===== config.mk =====
export PLATFORM = sky130hd
export DESIGN_NAME = scan_sequencer
export DESIGN_NICKNAME = d
export VERILOG_FILES = /design/src/rtl/scan_pkg.sv /design/src/rtl/scan_dwell_timer.sv /design/src/rtl/scan_sequencer.sv
export SDC_FILE = /design/constraint.sdc
export NUM_CORES = 1
export LEC_CHECK = 0
export ABC_AREA = 1
export BUFFER_PORTS_ARGS = -buffer_cell sky130_fd_sc_hd__buf_2
export CAP_MARGIN = 20
export CELL_PAD_IN_SITES_DETAIL_PLACEMENT = 1
export CELL_PAD_IN_SITES_GLOBAL_PLACEMENT = 2
export CORE_MARGIN = 2
export CORE_UTILIZATION = 30
export DETAILED_ROUTE_END_ITERATION = 8
export GPL_TIMING_DRIVEN = 0
export HOLD_SLACK_MARGIN = 0.08
export PLACE_DENSITY_LB_ADDON = 0.1
export SYNTH_ARGS = -nofsm -noshare
export SYNTH_HDL_FRONTEND = slang
export SYNTH_HIERARCHICAL = 1
export SYNTH_SLANG_ARGS = --single-unit

===== constraint.sdc =====
create_clock -name clk -period 4.31 [get_ports clk]
set_input_delay 1.0775 -clock clk [delete_from_list [all_inputs] [get_ports clk]]
set_output_delay 1.0775 -clock clk [all_outputs]
set_load 0.1 [all_outputs]

===== src/rtl/scan_pkg.sv =====
// scan_pkg: shared types and default sizing for the scan sequencer slice.
//   scan_state_t       : sequencer FSM state encoding
//   SCAN_NUM_CH_DEF    : default number of detector channels
//   SCAN_TIMEOUT_W_DEF : default width of the dwell timeout value
package scan_pkg;

  localparam int unsigned SCAN_NUM_CH_DEF    = 2;
  localparam int unsigned SCAN_TIMEOUT_W_DEF = 16;

  typedef enum logic [1:0] {
    IDLE     = 2'd0,
    WAIT_CH  = 2'd1,
    COMPLETE = 2'd2
  } scan_state_t;

endpackage : scan_pkg


===== src/rtl/scan_dwell_timer.sv =====
// scan_dwell_timer: saturating per-channel dwell counter.
// Ports:
//   clk, reset_n : clock, asynchronous active-low reset
//   clear        : zero the count this cycle (asserted whenever a channel is armed)
//   limit        : dwell limit in cycles; 0 disables expiry
//   expire       : high when count == limit-1 and limit != 0
// The count is 0 in the first cycle a channel is armed, so expire at count
// limit-1 gives the armed channel exactly 'limit' cycles before advancing.
module scan_dwell_timer
  import scan_pkg::*;
#(
  parameter int unsigned TIMEOUT_W = SCAN_TIMEOUT_W_DEF
) (
  input  logic                 clk,
  input  logic                 reset_n,
  input  logic                 clear,
  input  logic [TIMEOUT_W-1:0] limit,
  output logic                 expire
);

  logic [TIMEOUT_W-1:0] count;

  // Saturating up-counter with synchronous clear.
  always_ff @(posedge clk or negedge reset_n) begin
    if (!reset_n) begin
      count <= '0;
    end else if (clear) begin
      count <= '0;
    end else if (count != '1) begin
      count <= count + TIMEOUT_W'(1);
    end
  end

  // Expiry compare against the live limit value.
  assign expire = (limit != '0) && (count == (limit - TIMEOUT_W'(1)));

endmodule : scan_dwell_timer


===== src/rtl/scan_sequencer.sv =====
// scan_sequencer: one-hot multi-channel scan-cycle sequencer.
// Ports:
//   clk, reset_n   : clock, asynchronous active-low reset
//   sync_start     : scan sync level; a rising edge starts a scan
//   timeout_cycles : dwell limit per channel (0 = no timeout)
//   ch_detected    : per-channel detect; only the armed channel is observed
//   dir            : scan direction, toggles on every accepted scan start
//   ch_enable      : one-hot enable of the armed channel, or all zero
//   busy           : high while a scan is in progress
//   scan_done      : one-cycle pulse after the last channel finishes
//   timeout_flags  : bit k set if channel k timed out in the current/last scan
//   overrun        : one-cycle pulse on a sync rising edge while busy
// All outputs are registered.
module scan_sequencer
  import scan_pkg::*;
#(
  parameter int unsigned NUM_CH         = SCAN_NUM_CH_DEF,
  parameter int unsigned TIMEOUT_W      = SCAN_TIMEOUT_W_DEF,
  parameter bit          REVERSE_ON_DIR = 1'b0
) (
  input  logic                 clk,
  input  logic                 reset_n,
  input  logic                 sync_start,
  input  logic [TIMEOUT_W-1:0] timeout_cycles,
  input  logic [NUM_CH-1:0]    ch_detected,
  output logic                 dir,
  output logic [NUM_CH-1:0]    ch_enable,
  output logic                 busy,
  output logic                 scan_done,
  output logic [NUM_CH-1:0]    timeout_flags,
  output logic                 overrun
);

  localparam int unsigned         IDX_W    = $clog2(NUM_CH);
  localparam logic [IDX_W-1:0]    LAST_IDX = IDX_W'(NUM_CH - 1);
  localparam logic [NUM_CH-1:0]   ONE_HOT0 = NUM_CH'(1);

  scan_state_t      state;
  logic             sync_prev;
  logic             rev;
  logic [IDX_W-1:0] idx;

  logic             sync_rise;
  logic             det_hit;
  logic             expire;
  logic             last_ch;
  logic             start_scan;
  logic             advance;
  logic             timer_clear;
  logic             first_rev;
  logic [IDX_W-1:0] first_idx;
  logic [IDX_W-1:0] next_idx;

  // Decode of the current cycle's events; no path from here reaches an output
  // except through the registers below.
  always_comb begin
    sync_rise   = sync_start & ~sync_prev;
    // ch_enable is one-hot on the armed channel, so masking isolates it.
    det_hit     = |(ch_detected & ch_enable);
    last_ch     = rev ? (idx == '0) : (idx == LAST_IDX);
    next_idx    = rev ? (idx - IDX_W'(1)) : (idx + IDX_W'(1));
    // Reverse order applies when the new direction (~dir) is 1.
    first_rev   = REVERSE_ON_DIR && !dir;
    first_idx   = first_rev ? LAST_IDX : '0;
    start_scan  = (state != WAIT_CH) && sync_rise;
    advance     = (state == WAIT_CH) && (det_hit || expire);
    timer_clear = start_scan || advance;
  end

  scan_dwell_timer #(
    .TIMEOUT_W (TIMEOUT_W)
  ) u_dwell (
    .clk     (clk),
    .reset_n (reset_n),
    .clear   (timer_clear),
    .limit   (timeout_cycles),
    .expire  (expire)
  );

  // Sequencer FSM with registered outputs.
  always_ff @(posedge clk or negedge reset_n) begin
    if (!reset_n) begin
      state         <= IDLE;
      sync_prev     <= 1'b0;
      rev           <= 1'b0;
      idx           <= '0;
      dir           <= 1'b0;
      ch_enable     <= '0;
      busy          <= 1'b0;
      scan_done     <= 1'b0;
      timeout_flags <= '0;
      overrun       <= 1'b0;
    end else begin
      sync_prev <= sync_start;
      scan_done <= 1'b0;
      overrun   <= 1'b0;

      case (state)
        IDLE, COMPLETE: begin
          if (sync_rise) begin
            dir           <= ~dir;
            timeout_flags <= '0;
            busy          <= 1'b1;
            rev           <= first_rev;
            idx           <= first_idx;
            ch_enable     <= ONE_HOT0 << first_idx;
            state         <= WAIT_CH;
          end
        end

        WAIT_CH: begin
          // A sync edge mid-scan is reported but otherwise ignored.
          if (sync_rise) begin
            overrun <= 1'b1;
          end
          if (advance) begin
            // Detect has priority over a coincident timeout.
            if (!det_hit) begin
              timeout_flags[idx] <= 1'b1;
            end
            if (last_ch) begin
              ch_enable <= '0;
              busy      <= 1'b0;
              scan_done <= 1'b1;
              state     <= COMPLETE;
            end else begin
              idx       <= next_idx;
              ch_enable <= ONE_HOT0 << next_idx;
            end
          end
        end

        default: begin
          state <= IDLE;
        end
      endcase
    end
  end

endmodule : scan_sequencer


# Word-level counts from Yosys, hierarchy flattened
# Cells that the tools add are included.
# Widths: inputs -> output; s select.
[classes]
n_addsub = 3
n_lt_le_gt_ge = 2
n_eq_ne = 10
n_shift = 1
muxes = 28
bitwise_logic = 5
n_reduce_logical = 18
[op_table]
columns = ["cell", "count"]
rows = [
  ["$mux 16", 2],
  ["$add 16x1->16 const B", 1],
  ["$eq 16x16->1", 1],
  ["$mux 2", 8],
  ["$ne 16x16->1 const B", 1],
  ["$reduce_bool 16->1", 1],
  ["$sub 16x1->16 const B", 1],
  ["$mux 1", 12],
  ["$pmux 2 s2", 3],
  ["$reduce_and 4->1", 3],
  ["$ne 2x2->1 const B", 5],
  ["$reduce_and 3->1", 2],
  ["$logic_and 1x1->1", 4],
  ["$pmux 1 s2", 2],
  ["$reduce_bool 2->1", 2],
  ["$reduce_or 2->1", 2],
  ["$and 2x2->2", 1],
  ["$eq 2x1->1 const B", 1],
  ["$eq 2x2->1 const B", 1],
  ["$logic_not 2->1", 1],
  ["$logic_or 1x1->1", 2],
  ["$lt 1x2->1 const B", 1],
  ["$ne 2x1->1 const B", 1],
  ["$not 1->1", 2],
  ["7 further kinds", 7],
]
[word_totals]
reg_bits = 28
in_bits = 21

# Logic depth before layout (Yosys ltp)
[logic_depth]
ltp_word = 8
ltp_mapped = 23
mapped_depth_nobuf = 23

# By module
# Netlist, hierarchy kept.
[by_module_without_submodules]
columns = ["mod", "instances", "cells_per_inst", "area_per_inst_um2", "seq_area_each_um2"]
rows = [
  ["scan_dwell_timer", 1, 256, 1572.8, 400.4],
  ["scan_sequencer", 1, 62, 548.0, 300.3],
]

# Worst setup path before layout
# OpenSTA, ideal clock, no wires.
[synth_path]
kind = "input -> register"
from = "input timeout_cycles[0]"
to = "register u_dwell.count[6]"
setup_time_ns = 0.071
arrival_ns = 3.190
path_slack_ns = 1.049
stages = 19
path_cell_list = "inv_1 > ha_1 > nand2_1 > nor2_2 > xor2_1 > or2_2 > nand3_1 > nor2_1 > inv_1 > nand3_1 > nand2_1 > o21ai_0 > nor2_1 > inv_1 > nor2_4 > nor2_1 > nand2_1 > o21ai_1 > nor2_1"
[synth_between]
elab_chain_cells = 7
elab_cells_between_ends = 9
cone_classes = "add/sub: 1; eq/ne: 1; mux: 1; reduce/logical: 6"
[synth_lines]
columns = ["element", "line_no", "rtl"]
rows = [
  ["start: declaration", "scan_sequencer.sv:24", "input logic [TIMEOUT_W-1:0] timeout_cycles,"],
  ["$sub 16x1->16", "scan_dwell_timer.sv:35", "assign expire = (limit != '0) && (count == (limit - TIMEOUT_W'(1)));"],
  ["$eq 16x16->1", "scan_dwell_timer.sv:35", ""],
  ["$logic_and 1x1->1 *", "scan_dwell_timer.sv:35", ""],
  ["via expire", "scan_sequencer.sv:45", "logic expire;"],
  ["$logic_or 1x1->1 *", "scan_sequencer.sv:66", "advance = (state == WAIT_CH) && (det_hit || expire);"],
  ["$logic_and 1x1->1 *", "scan_sequencer.sv:66", ""],
  ["$logic_or 1x1->1 *", "scan_sequencer.sv:67", "timer_clear = start_scan || advance;"],
  ["via timer_clear", "scan_sequencer.sv:49", "logic timer_clear;"],
  ["$mux 16 / $reduce_bool 2->1 (equally long branches)", "-", ""],
  ["end signal: assignment", "scan_dwell_timer.sv:30", "count <= count + TIMEOUT_W'(1);"],
  ["end: declaration", "scan_dwell_timer.sv:21", "logic [TIMEOUT_W-1:0] count;"],
]
# Mark *: on every way through the listed nets, which the timed path passes. The rest lies on a longest branch.
# A chain may end at the register's enable or synchronous reset.

# Worst setup path after layout
[layout_path]
from = "input timeout_cycles[0]"
to = "register u_dwell.count[10]"
# The elaborated chain is that of the path after synthesis.

==> results.py <==
metrics = {
    "power": {
        "vdd_ir_drop_max_mv": 0.270,
        "p_leak_nw": 1.21,
        "power_density_mw_per_mm2": 469,
    },
    "routing": {
        "drt_wl_total_mm": 5.93,
        "drc": 0,
        "dr.pass1.iters": 4,
        "drt_iter0_markers": 90,
        "drtAntennaViolNets": 0,
        "via_per_inst": 4.67,
        "post_drt_wl_per_cell_um": 13.3,
        "vias": 2082,
    },
    "logic_synthesis": {
        "yosys-top-cells-area": "dfrtp_1 33%, nand2_1 16%, nor2_1 8.3%",
        "synthFlopType": "dfrtp_1",
        "synthArstFlopShare": 1.00,
        "synth_top_area_frac": 0.330,
        "syn_area_mm2": 0.00212,
        "synthesis.nets": 341,
        "syn_inst": 318,
        "syn_avg_cell_area_um2": 6.67,
        "yosysMostFrequentCell": "nand2_1",
        "ys_seq_elements": 28,
        "yosys-top-cells-count": "93 x nand2_1, 47 x nor2_1, 40 x inv_1, 28 x dfrtp_1, 28 x nand3_1",
        "post_synth_num_cell_types": 33,
        "yosysWarnings": 6,
        "synth_edf_count": 0,
        "synth_seq_area_share": 0.330,
        "synth_top_area_cell": "dfrtp_1",
    },
    "global_routing": {
        "antenna_found_initial": 0,
        "gr-total-overflow": 0,
        "grt_pass1_vias": 2215,
        "grt_start_max_net_pins": 29,
        "grt_first_pass_wirelength_mm": 10.3,
        "grt_usage": 0.169,
    },
    "setup_path": {
        "cp.arrival_ps": 3860,
        "critPathCaptureType": "flip-flop",
        "crit_fanout": 7,
        "start_kind": "input pin",
        "worstPathRequired_ps": 4430,
        "critPathKind": "input pin to flip-flop",
    },
    "clock_tree": {
        "root_buffer": "clkbuf_8",
        "hold_buffers": 0,
        "clk_pin_slew_worst_paths_ps": 100,
        "post-cts-setup-buffers": 0,
        "tritoncts": "yes",
        "cts_buffers": 3,
        "cts.sinks": 28,
        "cts_max_path_buffers": 2,
        "htree_levels": 1,
        "clk_latency_ps": 280,
        "cts_resized": 0,
    },
    "sta": {
        "grt_setup_unrepaired": "false",
        "fin_crit_ps": 3740,
        "setup_violations": 0,
        "hold_viol_final": 0,
        "period_share": 0.867,
        "drv_slew": 0,
        "fin_skew_ps": 5.33,
        "slew_headroom": 0.425,
        "max_freq_mhz": 267,
        "tightest_slew_ps": 853,
        "timing.final.ws_setup_ps": 571,
        "tns_ps": 0,
    },
    "layout": {
        "layout.cells.non_filler": 446,
        "finalNetCount": 374,
        "antenna_cells": 0,
        "drive_gt1_frac": 0.160,
        "final.fill_count": 911,
        "syn2layout_area_growth_pct": 14.9,
    },
    "placement": {
        "portBuffers": 28,
        "place_inst": 442,
        "place_hpwl_mm": 4.83,
        "routabilityCongestion": 0.765,
        "place_ws_ps": 218,
    },
    "outcome": {
        "outcome": "complete, no violations",
    },
    "die": {
        "core_region_area_mm2": 0.00683,
        "dieArea_mm2": 0.00776,
        "die_x_um": 88.1,
        "io_pins": 29,
        "initial_core_util": 0.310,
        "row_count": 30,
        "die_h_um": 88.1,
    },
    "run": {
        "cap_violations": 0,
    },
    "hold_path": {
        "hold_path_class": "flip-flop to flip-flop",
    },
}
-- metal layers --
metal	GRT usage	part of all wire	vias up	wire length, um
met2	0.322	0.52	17	3070
met1	0.206	0.46	989	2720
li1	-	-	1074	-
met5	0	0	-	0
met4	0.0386	0.0054	0	32
met3	0.0123	0.017	2	103
-- per-stage QoR --
| stage | cell area, um2 | power [mW] | hold slack (ps) | util |
|---|---|---|---|---|
| final | 2440 | 1.14 | 477 | 0.357 |
| after floorplan | 2120 | 0.847 | 479 | - |
| after global placement | 2380 | 0.980 | 453 | 0.349 |
| after detailed placement | 2380 | 0.990 | 463 | 0.349 |
| after CTS | 2440 | 1.16 | 483 | 0.357 |
| after global routing | 2440 | 1.24 | 510 | 0.357 |
-- worst paths after layout --
path	startpoint	to	slack, ps	depth (start not counted)
min in group asynchronous	reset_n	ch_enable[0]	810	1
setup reg to reg	u_dwell/count[6]	u_dwell/count[10]	1340	18
setup / recovery	timeout_cycles[0]	u_dwell/count[10]	570	18
max in group asynchronous	reset_n	u_dwell/count[11]	3070	1
hold / removal	dir	dir	480	1
hold reg to reg	dir	dir	480	1
-- critical path: stages --
cell,delay [ps]
buf_2,110
inv_1,100
ha_1,240
nand2_1,130
nor2_1,210
nand3_1,110
a21oi_1,180
nand2_1,60
nor2_1,90
nand2_1,60
nor2_1,130
inv_1,100
nand3_1,90
nand2_1,120
o21ai_0,360
inv_1,210
nand3_1,320
o21ai_0,160
-- cell usage in the layout (no fill, tap or decap), types with 11 or more instances in the layout --
cell type  count
nand2_1       93
nor2_1        47
inv_1         40
buf_2         29
nand3_1       28
dfrtp_1       28
xor2_1        15
o21ai_0       11
-- flip-flops by register name, indices dropped and copies added, names as in the netlist --
register / flops
dir: 1
scan_done: 1
timeout_flags: 2
sync_prev: 1
state: 2
overrun: 1
u_dwell/count: 16
idx: 1
busy: 1
ch_enable: 2
-- where the power goes --
group	internal (mW)	switching (mW)	total, mW	leakage (nW)
combinational	0.139	0.452	0.591	0.813
clock	0.0819	0.0862	0.168	0.0288
sequential	0.323	0.0597	0.383	0.369
total	0.544	0.598	1.14	1.21
-- cells by family (layout without fill, tap and decap cells) --
| kind of cell | after synthesis | in the layout | share of synthesized area |
|---|---|---|---|
| flip-flops | 28 | 28 | 0.330 |
| AND/OR/NAND/NOR | 202 | 202 | 0.443 |
| adder cells (fa/ha/maj) | 2 | 2 | 0.0118 |
| buffers and inverters | 45 | 77 | 0.0802 |
| XOR/XNOR | 17 | 17 | 0.0702 |
| AO/OA/AOI/OAI | 24 | 24 | 0.0643 |
-- final cells by class --
| class | instances | area, um2 | share of cell area |
|---|---|---|---|
| Multi-Input combinational cell | 245 | 1250 | 0.513 |
| Sequential cell | 28 | 701 | 0.288 |
| Inverter | 44 | 165 | 0.0678 |
| Timing Repair Buffer | 28 | 140 | 0.0575 |
| Tap cell | 96 | 120 | 0.0493 |
| Clock buffer | 4 | 55.1 | 0.0226 |
| Buffer | 1 | 5.00 | 0.00205 |
Power figures use the tool's default switching activity.
